==> src/rtl/sf_frame_sequencer.sv <==
// Frame sequencer for the smoothing filter: captures one ADC frame into an external RAM,
// then streams a WIN-wide moving average. Define SF_SEQ_ROUND_EN for round-half-up averages.
module sf_frame_sequencer #(
   parameter int DATA_W    = 8,
   parameter int OUT_W     = 16,
   parameter int ADDR_W    = 10,
   parameter int WIN       = 51,
   parameter int FRAME_LEN = 1000
) (
   input  logic              clk_i,
   input  logic              rst_i,
   input  logic              start_i,
   output logic              busy_o,
   output logic              done_o,
   input  logic              adc_valid_i,
   output logic              adc_ready_o,
   input  logic [DATA_W-1:0] adc_data_i,
   output logic              mem_we_o,
   output logic [ADDR_W-1:0] mem_addr_o,
   output logic [DATA_W-1:0] mem_wdata_o,
   input  logic [DATA_W-1:0] mem_rdata_i,
   output logic              out_valid_o,
   input  logic              out_ready_i,
   output logic [OUT_W-1:0]  out_data_o,
   output logic [ADDR_W-1:0] out_index_o
);

   // WIN <= 2**clog2(WIN), so a full window of max-scale samples always fits in SUM_W bits
   localparam int SUM_W = DATA_W + $clog2(WIN);
   localparam int DIV_W = SUM_W + 1;
   localparam int CNT_W = ADDR_W + 1;

   localparam logic [CNT_W-1:0]  LAST_SAMPLE = CNT_W'(FRAME_LEN - 1);
   localparam logic [CNT_W-1:0]  WIN_CNT     = CNT_W'(WIN);
   localparam logic [CNT_W-1:0]  CNT_ONE     = CNT_W'(1);
   localparam logic [ADDR_W-1:0] LAST_K      = ADDR_W'(FRAME_LEN - WIN);
   localparam logic [ADDR_W-1:0] WIN_M1      = ADDR_W'(WIN - 1);
   localparam logic [ADDR_W-1:0] ADDR_ONE    = ADDR_W'(1);
   localparam logic [DIV_W-1:0]  WIN_DIV     = DIV_W'(WIN);
   localparam logic [DIV_W-1:0]  HALF_WIN    = DIV_W'(WIN / 2);

   typedef enum logic [2:0] {
      S_IDLE, S_CAPTURE, S_PRIME, S_RUN_NEW, S_RUN_ADD, S_OUT, S_DONE
   } state_t;

   state_t            state_q, state_d;
   logic [CNT_W-1:0]  cnt_q, cnt_d;
   logic [SUM_W-1:0]  sum_q, sum_d;
   logic [OUT_W-1:0]  out_data_q, out_data_d;
   logic [ADDR_W-1:0] out_index_q, out_index_d;
   logic [SUM_W-1:0]  rd_ext;
   logic [SUM_W-1:0]  sum_add;
   logic [SUM_W-1:0]  sum_sub;

   function automatic logic [OUT_W-1:0] avg_f(input logic [SUM_W-1:0] s);
      logic [DIV_W-1:0] num;
`ifdef SF_SEQ_ROUND_EN
      num = {1'b0, s} + HALF_WIN;
`else
      num = {1'b0, s};
`endif
      return OUT_W'(num / WIN_DIV);
   endfunction

   assign rd_ext  = SUM_W'(mem_rdata_i);
   assign sum_add = sum_q + rd_ext;
   assign sum_sub = sum_q - rd_ext;

   assign busy_o      = (state_q != S_IDLE);
   assign done_o      = (state_q == S_DONE);
   assign adc_ready_o = (state_q == S_CAPTURE);
   assign out_valid_o = (state_q == S_OUT);
   assign out_data_o  = out_data_q;
   assign out_index_o = out_index_q;

   // State and datapath registers
   always_ff @(posedge clk_i or posedge rst_i) begin
      if (rst_i) begin
         state_q     <= S_IDLE;
         cnt_q       <= {CNT_W{1'b0}};
         sum_q       <= {SUM_W{1'b0}};
         out_data_q  <= {OUT_W{1'b0}};
         out_index_q <= {ADDR_W{1'b0}};
      end else begin
         state_q     <= state_d;
         cnt_q       <= cnt_d;
         sum_q       <= sum_d;
         out_data_q  <= out_data_d;
         out_index_q <= out_index_d;
      end
   end

   // Next-state, RAM port and running-sum control
   always_comb begin
      state_d     = state_q;
      cnt_d       = cnt_q;
      sum_d       = sum_q;
      out_data_d  = out_data_q;
      out_index_d = out_index_q;
      mem_we_o    = 1'b0;
      mem_addr_o  = {ADDR_W{1'b0}};
      mem_wdata_o = {DATA_W{1'b0}};
      case (state_q)
         S_IDLE: begin
            if (start_i) begin
               state_d = S_CAPTURE;
               cnt_d   = {CNT_W{1'b0}};
               sum_d   = {SUM_W{1'b0}};
            end else begin
               state_d = S_IDLE;
            end
         end
         S_CAPTURE: begin
            if (adc_valid_i) begin
               mem_we_o    = 1'b1;
               mem_addr_o  = cnt_q[ADDR_W-1:0];
               mem_wdata_o = adc_data_i;
               if (cnt_q == LAST_SAMPLE) begin
                  cnt_d   = {CNT_W{1'b0}};
                  state_d = S_PRIME;
               end else begin
                  cnt_d = cnt_q + CNT_ONE;
               end
            end else begin
               cnt_d = cnt_q;
            end
         end
         S_PRIME: begin
            // Reads lead the adds by one cycle; cnt_q==0 has no data back yet
            if (cnt_q < WIN_CNT) begin
               mem_addr_o = cnt_q[ADDR_W-1:0];
            end else begin
               mem_addr_o = {ADDR_W{1'b0}};
            end
            if (cnt_q != {CNT_W{1'b0}}) begin
               sum_d = sum_add;
            end else begin
               sum_d = sum_q;
            end
            if (cnt_q == WIN_CNT) begin
               out_data_d  = avg_f(sum_add);
               out_index_d = {ADDR_W{1'b0}};
               state_d     = S_OUT;
            end else begin
               cnt_d = cnt_q + CNT_ONE;
            end
         end
         S_OUT: begin
            // The accept cycle doubles as the old-sample read for the next window
            if (out_ready_i) begin
               if (out_index_q == LAST_K) begin
                  state_d = S_DONE;
               end else begin
                  mem_addr_o  = out_index_q;
                  out_index_d = out_index_q + ADDR_ONE;
                  state_d     = S_RUN_NEW;
               end
            end else begin
               state_d = S_OUT;
            end
         end
         S_RUN_NEW: begin
            mem_addr_o = out_index_q + WIN_M1;
            sum_d      = sum_sub;
            state_d    = S_RUN_ADD;
         end
         S_RUN_ADD: begin
            sum_d      = sum_add;
            out_data_d = avg_f(sum_add);
            state_d    = S_OUT;
         end
         S_DONE: begin
            state_d = S_IDLE;
         end
         default: begin
            state_d = S_IDLE;
         end
      endcase
   end

endmodule

==> config.mk <==
export PLATFORM = sky130hd
export DESIGN_NAME = sf_frame_sequencer
export DESIGN_NICKNAME = d
export VERILOG_FILES = /design/src/rtl/sf_frame_sequencer.sv
export SDC_FILE = /design/constraint.sdc
export NUM_CORES = 1
export LEC_CHECK = 0
export ABC_AREA = 0
export ABC_CLOCK_PERIOD_IN_PS = 10500
export BUFFER_PORTS_ARGS = -buffer_cell sky130_fd_sc_hd__buf_4
export CAP_MARGIN = 0
export CORE_ASPECT_RATIO = 1.25
export CORE_UTILIZATION = 55
export CTS_CLUSTER_SIZE = 28
export DETAILED_ROUTE_END_ITERATION = 10
export GPL_ROUTABILITY_DRIVEN = 0
export GPL_TIMING_DRIVEN = 0
export PLACE_DENSITY = 0.8
export SLEW_MARGIN = 20
export SYNTH_ARGS = -nofsm -noshare
export SYNTH_HDL_FRONTEND = slang
export SYNTH_SLANG_ARGS = --single-unit
==> constraint.sdc <==
create_clock -name clk_i -period 10.5 [get_ports clk_i]
set_input_delay 1.575 -clock clk_i [delete_from_list [all_inputs] [get_ports clk_i]]
set_output_delay 1.575 -clock clk_i [all_outputs]
set_load 0.1 [all_outputs]
# == Yosys cells after proc, flatten, opt, wreduce, memory -nomap -nowiden ==
# Cells that the tools add are included.
# totals
reg_bits,54
inputBits,21
out_inout_bits,49
word_cells,71
# classes
n_addsub,5
div,1
magnitude_cmp,1
n_eq_ne,17
mux,30
reduce_logical,12
# op_table
operator,n
$mux 10,7
$pmux 14 s4,1
$mux 11,4
$pmux 10 s4,1
$pmux 11 s3,1
$pmux 16 s2,1
$mux 14,2
$pmux 10 s2,1
$pmux 3 s6,1
$div 14x6->16 const B,1
$mux 16,1
$mux 8,2
$mux 3,5
$add 14x8->14,1
$sub 14x8->14,1
$ne 2x2->1 const B,6
$add 11x1->11 const B,1
$eq 11x10->1 const B,1
$eq 11x6->1 const B,1
$lt 11x6->1 const B,1
$reduce_bool 11->1,1
$add 10x1->10 const B,1
$add 10x6->10 const B,1
$eq 10x10->1 const B,1
other kinds (12),22

# == Depth between registers and ports, before layout ==
# logic_depth
word_depth,4
depth_mapped,35
depth_no_buf,32

# == Worst setup path before layout ==
# No wires, ideal clock.
# synth_path
kind,in2reg
from,input mem_rdata_i[0]
to,"register out_data_q[0], in the netlist out_data_o[0]"
setup_ps,131
t_arrival_ps,8725
t_required_ps,10369
setup_slack_ps,1644
stages,34
cell_sequence,ha_1 -> inv_1 -> fa_1 -> o21bai_4 -> o2111ai_1 -> and3_1 -> buf_6 -> or4b_1 -> o211ai_2 -> o21ai_1 -> a221o_1 -> buf_2 -> a22o_1 -> buf_2 -> or3_1 -> a211oi_2 -> o21ai_2 -> a221oi_4 -> and3b_1 -> buf_6 -> o32a_1 -> a21o_4 -> a2111oi_4 -> nor4_4 -> nor2_4 -> xnor2_1 -> inv_1 -> ha_1 -> nor3_1 -> or3_1 -> o21ai_0 -> a21o_1 -> a211oi_1 -> o41ai_2
# synth_via
elab_chain_len,4
# synth_lines
item,line,text
start: declaration,21,"input logic [DATA_W-1:0] mem_rdata_i,"
$add 14x8->14 *,66,assign sum_add = sum_q + rd_ext;
$div 14x6->16 *,62,return OUT_W'(num / WIN_DIV);
$mux 16,140,if (cnt_q == WIN_CNT) begin
$pmux 16 s2 *,103,case (state_q)
end signal: assignment,82,out_data_q <= {OUT_W{1'b0}};
end signal: assignment,88,out_data_q <= out_data_d;
end: declaration,49,"logic [OUT_W-1:0] out_data_q, out_data_d;"
# Mark *: on every way between the ends. The rest lies on a longest branch, timed or not. The select of a mux whose other input is x is not followed.
# A chain may end at the register's enable or synchronous reset.

# == Final worst setup path ==
# Ends and elaborated chain as after synthesis.

==> metrics.csv <==
metric;value;unit
status;finished clean;
synthTopCellsByArea;dfrtp_1 20%, nor2_1 5.6%, xnor2_1 5.1%;
synth_seq_cells;47;
cts-root-buf;clkbuf_16;
period_share;91.7;%
yosys_warnings;0;
vias_per_cell;6.48;
rrSetupSlack;1.88;ns
hp-class;reg -> reg;
final_cell_mix;90 x nor2_1, 72 x buf_4, 62 x nand2_1;
slowest_stage;xnor2_1;
worst_pin_slew;0.921;ns
antenna_cells;0;
grt_max_degree;29;
drtIter0Drc;393;
worstSetupPathType;in -> reg;
maxCapViolations;0;
routed_wirelength;16.9;mm
setup.worst_path.end_class;flip-flop;
post_drt_wl_per_cell;16.7;um
die_h;119;um
grt_pass1_vias;6135;
synthCells;799;
fin_skew;0.00936;ns
core;10600;um2
start_util;56.7;%
nets;920;
min_to;sum_q[5];
synth_edf_count;0;
yosysSeqAreaShare;19.6;%
io_pins;70;
synth_area;6020;um2
yosysTopAreaCellShare;19.6;%
drive_gt1_share;15.1;%
grt_usage;30.1;%
ys.flop_type;dfrtp_1;
hold_buffers;0;
die-area;11400;um2
cts_resized;0;
area_growth_syn_to_layout;14.4;%
ff2ff_path_depth;34;
grt_antenna_before_repair;0;
r2r_end;out_data_o[0];
synth-async-reset-ratio;100;%
rsz0062_at_grt;false;
num_rows;42;
grt_remaining_overflow;0;
route.detailed.drc;0;
die_w;95.5;um
setup-violations-final;0;
cp_max_fo;10;
arrival;9.80;ns
synth_top_area_cell;dfrtp_1;
r2r_start;sum_q[0];
h-tree-depth;2;
critPathLaunchType;primary input;
synth_cell_types;97;
min_from;sum_q[5];
postCtsSetupBuffers;0;
dp_hpwl;13.1;mm
vias;6533;
cts_made_buffers;5;
worstSkewPairLatency;0.29;ns
postRouteAntennaNets;0;
max_slew_margin;38.6;%
grt_pass1_wl;27.8;mm
max_stage_delay;0.67;ns
port_buffers;62;
mostFrequentLayoutCell;nor2_1;
avgSynthCellArea;7.53;um2
min_path_cells;2;
fmax;0.104;GHz
worstPathRequired;10.68;ns
clk_pin_slew;0.07;ns
setup_tns;0;ns
hold_viol;0;
slew_viol_final;0;
first_pass_iters;7;
min_period;9.63;ns
clk_path_buf_depth;2;
cts.sinks;47;
cts_tree;built;
[cell usage after synthesis (4+ instances only)]
master	instances
xor2_1	16
clkbuf_1	28
buf_4	10
a21oi_1	55
nor2b_1	6
o2111ai_1	4
a31oi_1	13
inv_1	37
o21a_1	5
dfrtp_1	47
mux2i_1	8
nand2_1	62
nand2b_1	11
o32a_1	4
nor3_1	28
buf_2	5
o22ai_1	8
xnor2_1	35
a211oi_1	9
a21o_1	12
o21ai_0	46
o21bai_1	4
a221oi_1	12
or2_2	5
and3_1	14
ha_1	22
nor2_1	90
mux2_2	4
o21ai_1	11
a221o_1	10
and2_1	14
nand3_1	31
o211ai_1	12
or3_1	8
nor4_1	7
nand4_1	8
o31ai_1	5
a22oi_1	4
[stage by stage]
stage | utilization [%] | setup slack (ns) | cell area (um2) | hold slack (ns) | std cells
2_1_floorplan | - | 1.64 | 6040 | 0.479 | 805
3_3_place_gp | 62.8 | 0.870 | 6670 | 0.503 | 999
3_5_place_dp | 63.1 | 0.676 | 6690 | 0.524 | 1000
4_1_cts | 64.8 | 0.973 | 6880 | 0.548 | 1008
5_1_grt | 64.8 | 0.265 | 6880 | 0.555 | 1008
6_report | 64.8 | 0.872 | 6880 | 0.547 | 1008
[cell families after synthesis]
| kind of cell | count (synthesis) | synth area share [%] |
|---|---|---|
| simple gates | 301 | 24.8 |
| fa+ha+maj | 26 | 5.57 |
| other cells | 1 | 0.0623 |
| flops | 47 | 19.6 |
| xor+xnor | 53 | 7.97 |
| compound gates | 270 | 32.6 |
| buf+inv | 85 | 6.41 |
| mux | 16 | 3.12 |
[routing by layer]
layer / global-route usage (%) / share of wire (%)
met5: 0 / 0
met3: 3.83 / 5.5
met4: 13.2 / 3.3
met2: 53.3 / 51
met1: 35.4 / 40
[worst max-delay path: cells and delay by family]
kind,cells,cell delay [ns]
AOI/OAI and AO/OA,16,3.73
xor gates and xnor gates,2,0.83
adders and majority gates,3,0.91
and+or+nand+nor,9,2.21
buffers and inverters,5,0.54
[registers in the layout, summed over array words and instances, names as in the netlist]
signal       count
sum_q           14
cnt_q           11
out_index_o     10
out_data_o       9
state_q          3
[worst max path at each step]
stage / slack (ns) / endpoint / startpoint / cells past startpoint
floorplan: 1.64 / out_data_o[0] / mem_rdata_i[0] / 34
global placement: 0.87 / out_data_o[0] / mem_rdata_i[0] / 35
detailed placement: 0.68 / out_data_o[0] / mem_rdata_i[0] / 35
CTS: 0.97 / out_data_o[0] / mem_rdata_i[0] / 35
global route: 0.27 / out_data_o[0] / mem_rdata_i[0] / 35
finish: 0.87 / out_data_o[0] / mem_rdata_i[0] / 35
[area by class of cell]
cell class              count  area [um2]
plain buffers              47         243
clock buffers               6         129
clock inverters             2        60.1
fillers                   952        3730
inverters                  38         143
multi-input cells         673        4480
flip-flops and latches     47        1180
well taps                 132         165
repair buffers             63         485
Power is not shown: default switching activity piles up to over one toggle a cycle in this logic, so the estimate is an artifact.
